File: src/rtl/vec_isa_pkg.sv
// Shared ISA definitions for the vector/scalar decode stage: opcodes, sequencer
// states, the decoded-field record and the combinational decode table.
package vec_isa_pkg;

  localparam logic [3:0] VADD = 4'd0;
  localparam logic [3:0] VDOT = 4'd1;
  localparam logic [3:0] SMUL = 4'd2;
  localparam logic [3:0] SST  = 4'd3;
  localparam logic [3:0] VLD  = 4'd4;
  localparam logic [3:0] VST  = 4'd5;
  localparam logic [3:0] SLL  = 4'd6;
  localparam logic [3:0] SLH  = 4'd7;
  localparam logic [3:0] J    = 4'd8;
  localparam logic [3:0] NOP  = 4'd15;

  typedef enum logic [2:0] {
    ST_IDLE,
    ST_ISSUE,
    ST_MEM,
    ST_DRAIN,
    ST_DONE
  } state_t;

  typedef struct packed {
    logic [3:0] functype;
    logic [2:0] dst;
    logic [2:0] src1;
    logic [2:0] src2;
    logic [7:0] imm;
    logic [5:0] off;
    logic       v_en;
    logic       s_en;
    logic       is_mem;
    logic       is_store;
    logic       single;
    logic       illegal;
  } dec_t;

  // Memory ops carry the base register in src1 and, for stores, the data
  // register in src2 so the latched record stays self-describing.
  function automatic dec_t decode_instr(input logic [15:0] w);
    dec_t d;
    d          = '0;
    d.functype = w[15:12];
    case (w[15:12])
      VADD: begin
        d.dst  = w[11:9];
        d.src1 = w[8:6];
        d.src2 = w[5:3];
        d.v_en = 1'b1;
      end
      VDOT, SMUL: begin
        d.dst  = w[11:9];
        d.src1 = w[8:6];
        d.src2 = w[5:3];
      end
      VLD: begin
        d.dst    = w[11:9];
        d.src1   = w[8:6];
        d.off    = w[5:0];
        d.is_mem = 1'b1;
      end
      VST: begin
        d.src2     = w[11:9];
        d.src1     = w[8:6];
        d.off      = w[5:0];
        d.is_mem   = 1'b1;
        d.is_store = 1'b1;
      end
      SST: begin
        d.src2     = w[11:9];
        d.src1     = w[8:6];
        d.off      = w[5:0];
        d.is_mem   = 1'b1;
        d.is_store = 1'b1;
        d.single   = 1'b1;
      end
      SLL, SLH: begin
        d.dst  = w[11:9];
        d.src1 = w[11:9];
        d.imm  = w[7:0];
        d.s_en = 1'b1;
      end
      J: begin
        d.imm = w[7:0];
      end
      NOP: begin
        d.functype = w[15:12];
      end
      default: begin
        d.illegal = 1'b1;
      end
    endcase
    return d;
  endfunction

endpackage

File: src/rtl/ld_delay_pipe.sv
// Fixed-latency valid/index shift register that times load write-backs
// relative to their memory grants; async reset drops anything in flight.
module ld_delay_pipe #(
  parameter int LD_LAT = 1,
  parameter int IW     = 4
) (
  input  logic          clk,
  input  logic          rst_n,
  input  logic          in_valid,
  input  logic [IW-1:0] in_idx,
  output logic          out_valid,
  output logic [IW-1:0] out_idx
);

  logic [LD_LAT-1:0] vld_q;
  logic [IW-1:0]     idx_q [LD_LAT];

  always_ff @(posedge clk or negedge rst_n) begin
    if (!rst_n) begin
      vld_q <= '0;
      for (int i = 0; i < LD_LAT; i++) idx_q[i] <= '0;
    end else begin
      vld_q[0] <= in_valid;
      idx_q[0] <= in_idx;
      for (int i = 1; i < LD_LAT; i++) begin
        vld_q[i] <= vld_q[i-1];
        idx_q[i] <= idx_q[i-1];
      end
    end
  end

  assign out_valid = vld_q[LD_LAT-1];
  assign out_idx   = idx_q[LD_LAT-1];

endmodule

File: src/rtl/vec_decode_seq.sv
// Decode-and-sequence stage: registers decoded instruction fields, pulses
// single-cycle ops and walks memory ops element by element.
//
//   state    | meaning
//   ST_IDLE  | ready for an instruction
//   ST_ISSUE | decoded non-memory op presented for one cycle
//   ST_MEM   | requesting one element per grant
//   ST_DRAIN | all loads granted, waiting for the last write-back
//   ST_DONE  | one-cycle completion pulse
module vec_decode_seq
  import vec_isa_pkg::*;
#(
  parameter int VLEN   = 16,
  parameter int ADDR_W = 16,
  parameter int LD_LAT = 1
) (
  input  logic                    clk,
  input  logic                    rst_n,
  input  logic                    instr_valid,
  input  logic [15:0]             instr,
  output logic                    instr_ready,
  output logic [2:0]              rf_raddr,
  input  logic [ADDR_W-1:0]       rf_rdata,
  output logic                    op_valid,
  output logic [3:0]              functype,
  output logic [2:0]              dst_addr,
  output logic [2:0]              src1_addr,
  output logic [2:0]              src2_addr,
  output logic [7:0]              immediate,
  output logic                    v_en,
  output logic                    s_en,
  output logic                    mem_req,
  output logic                    mem_we,
  output logic [ADDR_W-1:0]       mem_addr,
  input  logic                    mem_gnt,
  output logic [$clog2(VLEN)-1:0] elem_idx,
  output logic                    vwr_en,
  output logic [2:0]              vwr_addr,
  output logic [$clog2(VLEN)-1:0] vwr_idx,
  output logic                    done,
  output logic                    illegal
);

  localparam int IW = $clog2(VLEN);

  state_t            state_q, state_d;
  dec_t              dec_in, dec_q;
  logic [ADDR_W-1:0] base_q;
  logic [IW-1:0]     elem_q;
  logic              accept;
  logic              in_mem;
  logic              last_elem;
  logic              ld_grant;
  logic              wb_valid;
  logic [IW-1:0]     wb_idx;

  assign dec_in    = decode_instr(instr);
  assign accept    = (state_q == ST_IDLE) && instr_valid;
  assign in_mem    = (state_q == ST_MEM) && dec_q.is_mem;
  assign last_elem = dec_q.single || (elem_q == IW'(VLEN - 1));
  assign ld_grant  = in_mem && mem_gnt && !dec_q.is_store;

  always_comb begin
    state_d = state_q;
    case (state_q)
      ST_IDLE:  if (accept) state_d = dec_in.is_mem ? ST_MEM : ST_ISSUE;
      ST_ISSUE: state_d = ST_IDLE;
      ST_MEM: begin
        if (mem_gnt && last_elem) state_d = dec_q.is_store ? ST_DONE : ST_DRAIN;
      end
      // Loads retire in element order, so the last write-back is index VLEN-1.
      ST_DRAIN: if (wb_valid && (wb_idx == IW'(VLEN - 1))) state_d = ST_DONE;
      ST_DONE:  state_d = ST_IDLE;
      default:  state_d = ST_IDLE;
    endcase
  end

  always_ff @(posedge clk or negedge rst_n) begin
    if (!rst_n) begin
      state_q <= ST_IDLE;
      dec_q   <= '0;
      base_q  <= '0;
      elem_q  <= '0;
    end else begin
      state_q <= state_d;
      if (accept) begin
        dec_q  <= dec_in;
        base_q <= rf_rdata;
        elem_q <= '0;
      end else if (in_mem && mem_gnt) begin
        elem_q <= last_elem ? '0 : elem_q + 1'b1;
      end
    end
  end

  ld_delay_pipe #(
    .LD_LAT (LD_LAT),
    .IW     (IW)
  ) u_ld_delay_pipe (
    .clk       (clk),
    .rst_n     (rst_n),
    .in_valid  (ld_grant),
    .in_idx    (elem_q),
    .out_valid (wb_valid),
    .out_idx   (wb_idx)
  );

  assign instr_ready = (state_q == ST_IDLE);
  assign rf_raddr    = instr[8:6];
  assign op_valid    = (state_q == ST_ISSUE);
  assign functype    = dec_q.functype;
  assign dst_addr    = dec_q.dst;
  assign src1_addr   = dec_q.src1;
  assign src2_addr   = dec_q.src2;
  assign immediate   = dec_q.imm;
  assign v_en        = op_valid && dec_q.v_en;
  assign s_en        = op_valid && dec_q.s_en;
  assign illegal     = op_valid && dec_q.illegal;
  assign mem_req     = in_mem;
  assign mem_we      = in_mem && dec_q.is_store;
  assign mem_addr    = in_mem ? base_q + {{(ADDR_W-6){dec_q.off[5]}}, dec_q.off} + ADDR_W'(elem_q)
                              : '0;
  assign elem_idx    = elem_q;
  assign vwr_en      = wb_valid;
  assign vwr_idx     = wb_idx;
  assign vwr_addr    = dec_q.dst;
  assign done        = (state_q == ST_DONE);

endmodule

File: config.mk
export PLATFORM = sky130hd
export DESIGN_NAME = vec_decode_seq
export DESIGN_NICKNAME = d
export VERILOG_FILES = /design/src/rtl/vec_isa_pkg.sv /design/src/rtl/ld_delay_pipe.sv /design/src/rtl/vec_decode_seq.sv
export SDC_FILE = /design/constraint.sdc
export NUM_CORES = 1
export LEC_CHECK = 0
export BUFFER_PORTS_ARGS = -buffer_cell sky130_fd_sc_hd__buf_2
export CAP_MARGIN = 20
export CORE_MARGIN = 4
export CORE_UTILIZATION = 53
export DETAILED_ROUTE_END_ITERATION = 10
export PLACE_DENSITY_LB_ADDON = 0.25
export SYNTH_ARGS = -nofsm -noshare
export SYNTH_HDL_FRONTEND = slang
export SYNTH_SLANG_ARGS = --single-unit
File: constraint.sdc
create_clock -name clk -period 3.2 [get_ports clk]
set_input_delay 0 -clock clk [delete_from_list [all_inputs] [get_ports clk]]
set_output_delay 0 -clock clk [all_outputs]
set_load 0.05 [all_outputs]
Word-level counts from Yosys, hierarchy flattened:

Index checks and enable logic that the tools add are counted.

* register bits after elaboration: 61
* bits in latches: 0
* memory bits (writable): 0
* ROM bits: 0
* input port bits: 36
* output and inout port bits: 60
* word-level logic and storage cells: 83
* memories kept: 0

* add/sub/neg operators: 3
* multipliers: 0
* div/mod/pow operators: 0
* order comparisons: 0
* eq/ne operators: 18
* shift-type cells: 0
* multiplexer cells: 21
* bitwise logic cells: 0
* reductions and logical operators: 24

Operators with widths (number)
* adder 16 bit: 1
* adder 16 x 4 -> 16 bit: 1
* == test 4 x 3 -> 1 bit (second input constant): 4
* == test 4 bit (second input constant): 4
* 2-to-1 mux 16 bit: 1
* 2-to-1 mux 3 bit: 5
* 2-to-1 mux 4 bit: 3
* case mux 3 bit (2 select lines): 2
* OR reduction 6 bit: 2
* logical AND 1 bit: 10
* OR reduction 10 bit: 1
* case mux 3 bit (3 select lines): 1
* OR reduction 3 bit: 3
* == test 4 x 2 -> 1 bit (second input constant): 2
* 2-to-1 mux 8 bit: 1
* == test 3 x 2 -> 1 bit (second input constant): 2
* 2-to-1 mux 1 bit: 6
* 2-to-1 mux 6 bit: 1
* adder 4 x 1 -> 4 bit (second input constant): 1
* == test 4 x 1 -> 1 bit (second input constant): 1
* zero test 4 bit: 1
* != test 2 x 1 -> 1 bit (second input constant): 2
* OR reduction 2 bit: 2
* == test 3 x 1 -> 1 bit (second input constant): 1
* 8 further kinds: 8

Logic depth before layout (Yosys ltp):

* word-level depth: 6
* depth in mapped cells: 8
* gate-level depth less buffers: 8

By module:

A second synthesis with hierarchy kept.

* cells, all modules: 405
* area, all modules: 3711.1 sq um

By module, submodules not included
* vec_decode_seq: times used 1, cells each 400, area an instance 3585.9 sq um, sequential area each 1401.3 sq um
* ld_delay_pipe: times used 1, cells each 5, area an instance 125.1 sq um, sequential area each 125.1 sq um

Worst setup path before layout:

OpenSTA, ideal clock, no wires.

* path kind: register to output
* start point: reg elem_q[1], in the netlist elem_idx[1]
* end point: out mem_addr[13]
* arrival: 3911 ps
* data required time: 3200 ps
* slack: -711 ps
* cell stages (with the launch flop): 9
* cells stage by stage: dfrtp_1 -> fa_1 -> ha_1 -> fa_1 -> a21o_1 -> a221oi_1 -> or3b_2 -> a21oi_1 -> nor3b_1

* longest elaborated chain between the ends: 2

Ends and longest elaborated chain
* start, declared: RTL line vec_decode_seq.sv:49 `logic [IW-1:0] elem_q;`
* start signal, assigned: RTL line vec_decode_seq.sv:91 `elem_q <= last_elem ? '0 : elem_q + 1'b1;`
* adder 16 x 4 -> 16 bit: RTL line vec_decode_seq.sv:121 `assign mem_addr = in_mem ? base_q + {{(ADDR_W-6){dec_q.off[5]}}, dec_q.off} + ADDR_W'(elem_q)`
* 2-to-1 mux 16 bit: RTL line vec_decode_seq.sv:121
* end, declared: RTL line vec_decode_seq.sv:34 `output logic [ADDR_W-1:0] mem_addr,`

Every way passes these cells.

Worst setup path in the final report:

* start point: reg elem_q[1], in the netlist elem_idx[1]
* end point: out mem_addr[15]

The elaborated chain is that of the path after synthesis.

==> results.ini <==
[logic_synthesis]
synth_edf_count=0
synth_top_family_by_area=simple AND/OR/NAND/NOR gates
synthMuxAreaShare_pct=1.67
avgSynthCellArea_um2=9.17
ys_ff_latch=61
synth_top_area_cell=dfrtp_1
synth_area_leaders=dfrtp_1 (42%), nand2_1 (10%), ha_1 (8.8%), buf_4 (5.5%), nor2_1 (3.1%)
syn-cell-area_um2=3680
synth_warnings=0
synth_fa_ha_area_share_pct=11.6
async_reset_ff_share_pct=100
yosys.area.top_type_share_pct=41.5
synth.distinct_cells=48
synth-xor-area-share_pct=2.38
synth_compound_area_share_pct=13.6
synth_common_cells=nand2_1 (98), dfrtp_1 (61), nor2_1 (30), buf_4 (27), ha_1 (26)
synth_fp_nets=468
synth-simple-area-share_pct=21.4
synth_cells=401
yosysSeqAreaShare_pct=41.5
ys.flop_type=dfrtp_1
yosysMostFrequentCell=nand2_1

[global_route]
grt_max_degree=56
grt_pass1_vias=3139
overflow=0
grt_pass1_wl_um=14900
grt_use_total_pct=22.2
antenna_found_initial=0

[sta]
post-route-worst-setup-slack_ns=0.0975
fin_crit_sh_pct=97.0
tightest_slew_ns=0.625
slew_headroom_pct=58.2
fin_skew_ns=0.00552
setup_viol=0
whs_ns=0.145
final-hold-violation-count=0
period_needed_ns=3.10
max_freq_ghz=0.322
report.final.slew_viol_count=0
grt_setup_unrepaired=yes
finalSetupTns_ns=0

[place]
gp_congestion=0.809
dpl_worst_slack_ns=0.181
hpwlAfterDp_um=6290
port_buffers=95

[final_layout]
multi_input_area_um2=1920
area_growth_syn_to_layout_pct=28.0
finalNetCount=577
layout-drive-gt1-share_pct=27.8
antenna_cells=0
ff_latch_area_um2=1530
nFillCells=536

[floorplanning]
die_h_um=91.3
coreArea_um2=6760
io-pin-count=96
fp.dieW_um=91.3
die_area_um2=8330
start_util_pct=54.4
row_count=30

[clock_tree]
clk_pin_slew_ns=0.07
clock_sinks=61
htreeDepth=3
cts_tree=yes
root_buffer=clkbuf_8
numCtsBuffers=9
insertion_delay_ns=0.34
clock_path_buffers=2

[drt]
post_drt_wl_per_cell_um=15.1
drt_wl_total_um=8990
drt_pre_antenna_iters=4
antenna_left=0
drc=0
drt-initial-drc-count=152
vias_per_cell=5.39
vias=3207

[power_and_ir_drop]
p_switching_uw=360
power.density_nw_per_um2=348
power.leakage_nw=2.61
ir_worst_vdd_mv=0.274
pwr-share-seq_pct=47.0
intPower_mw=1.28
p_sw_share_pct=22.0
p_comb_share_pct=6.4
p_clk_share_pct=46.6

[critical_path]
path_max_fanout=3
reg2reg_slack_ns=1.04
critPathLaunchType=flop
r2r_cells=6
critPathRequiredTime_ns=3.20
worst-endpoint-arrival_ns=3.10
slowest_delay_ns=0.48
worstReg2RegEnd=elem_idx[2]
end_kind=output port
crit_type=flop to output port
crit_path_top_delay_cell=fa_1
path_cells=fa_1 -> ha_2 -> fa_2 -> a21o_1 -> a221oi_2 -> buf_4 -> nor3b_2 -> or4_1 -> nand2_2 -> buf_8
r2r-start=state_q[2]

[run_status]
status=completed

[job]
drv_cap=0

[min_path]
hp-class=primary input to asynchronous set/reset pin

worst max-delay path by stage:
stage           startpoint           end  slack, ns  depth (start not counted)
2_1_floorplan  elem_idx[2]  mem_addr[10]      0.003                          7
3_3_place_gp   elem_idx[1]  mem_addr[15]       0.19                         10
3_5_place_dp   elem_idx[1]  mem_addr[15]       0.18                         10
4_1_cts          dec_q[11]  mem_addr[12]       0.02                          8
5_1_grt        elem_idx[1]  mem_addr[15]      -0.03                         10
6_report       elem_idx[1]  mem_addr[15]        0.1                         10
through the flow:
stage               std cells  util (%)  power [mW]  cell area (µm²)
finish                    595      69.7        1.64             4710
global route              595      69.7        1.69             4710
CTS                       594      69.2        1.66             4680
detailed placement        542      60.3       0.856             4070
global placement          542      60.3       0.856             4070
floorplan                 401         -       0.811             3700
cell usage in the layout (no fill, tap or decap), drive strengths merged, types with 3 or more instances in the layout:
master	count
buf	105
nand2	99
dfrtp	61
dlygate4sd3	35
nor2	30
ha	26
o21ai	17
a21oi	13
a22o	11
and2	10
clkbuf	10
a21o	7
nor3	6
nand3	6
nand2b	6
mux2i	5
xnor2	5
xor2	5
fa	5
nor3b	5
o31ai	4
inv	4
a221oi	4
clkinv	3
state kept, by name, indices dropped and copies added, names as in the netlist:
register / flops
base_q: 16
dec_q: 12
dst_addr: 3
elem_idx: 4
functype: 4
immediate: 8
src1_addr: 3
src2_addr: 3
state_q: 3
u_ld_delay_pipe.out_idx: 4
u_ld_delay_pipe.out_valid: 1
metal layers:
layer	global-route usage (%)	routed length [µm]	vias up	share of wire, %
met5	0	0	-	0
li1	-	-	1576	-
met4	7.29	139	0	1.5
met2	35.7	4280	87	48
met1	30.2	4120	1531	46
met3	4.23	451	13	5.0
logic make-up (layout without fill, tap and decap cells):
logic type,Yosys count,in the layout
AO/OA/AOI/OAI,73,73
buffers and inverters,46,160
flip-flops,61,61
AND/OR/NAND/NOR,174,174
adder cells (fa/ha/maj),31,31
XOR/XNOR,10,10
multiplexers,6,6
final cells by class:
type / instances / share of cell area [%]
Clock buffer: 10 / 2.92
Clock inverter: 6 / 1.83
Inverter: 4 / 0.425
Multi-Input combinational cell: 294 / 40.8
Sequential cell: 61 / 32.5
Tap cell: 80 / 2.13
Timing Repair Buffer: 140 / 19.4
power by group through the flow:
stage	Combinational, mW	Sequential (mW)	Clock, mW
floorplan	0.0256	0.786	0
global placement	0.0703	0.785	0
detailed placement	0.0711	0.785	0
CTS	0.104	0.771	0.782
global route	0.116	0.770	0.809
finish	0.105	0.771	0.765
repair_timing:
item                       CTS  global route
pin swaps                    0             4
setup endpoints to repair    3             4
gates resized for setup      7             5
buffers inserted             1             1
hold buffers                35             0
hold endpoints to repair    64             0
worst max-delay path: cells and delay by family (launching register included):
kind                     cells  cell delay [ns]
flip-flops                   1             0.42
AND/OR/NAND/NOR              3             0.62
adder cells (fa/ha/maj)      3             1.03
AO/OA/AOI/OAI                2             0.39
buffers and inverters        2             0.31
(Power assumes the default switching activity.)
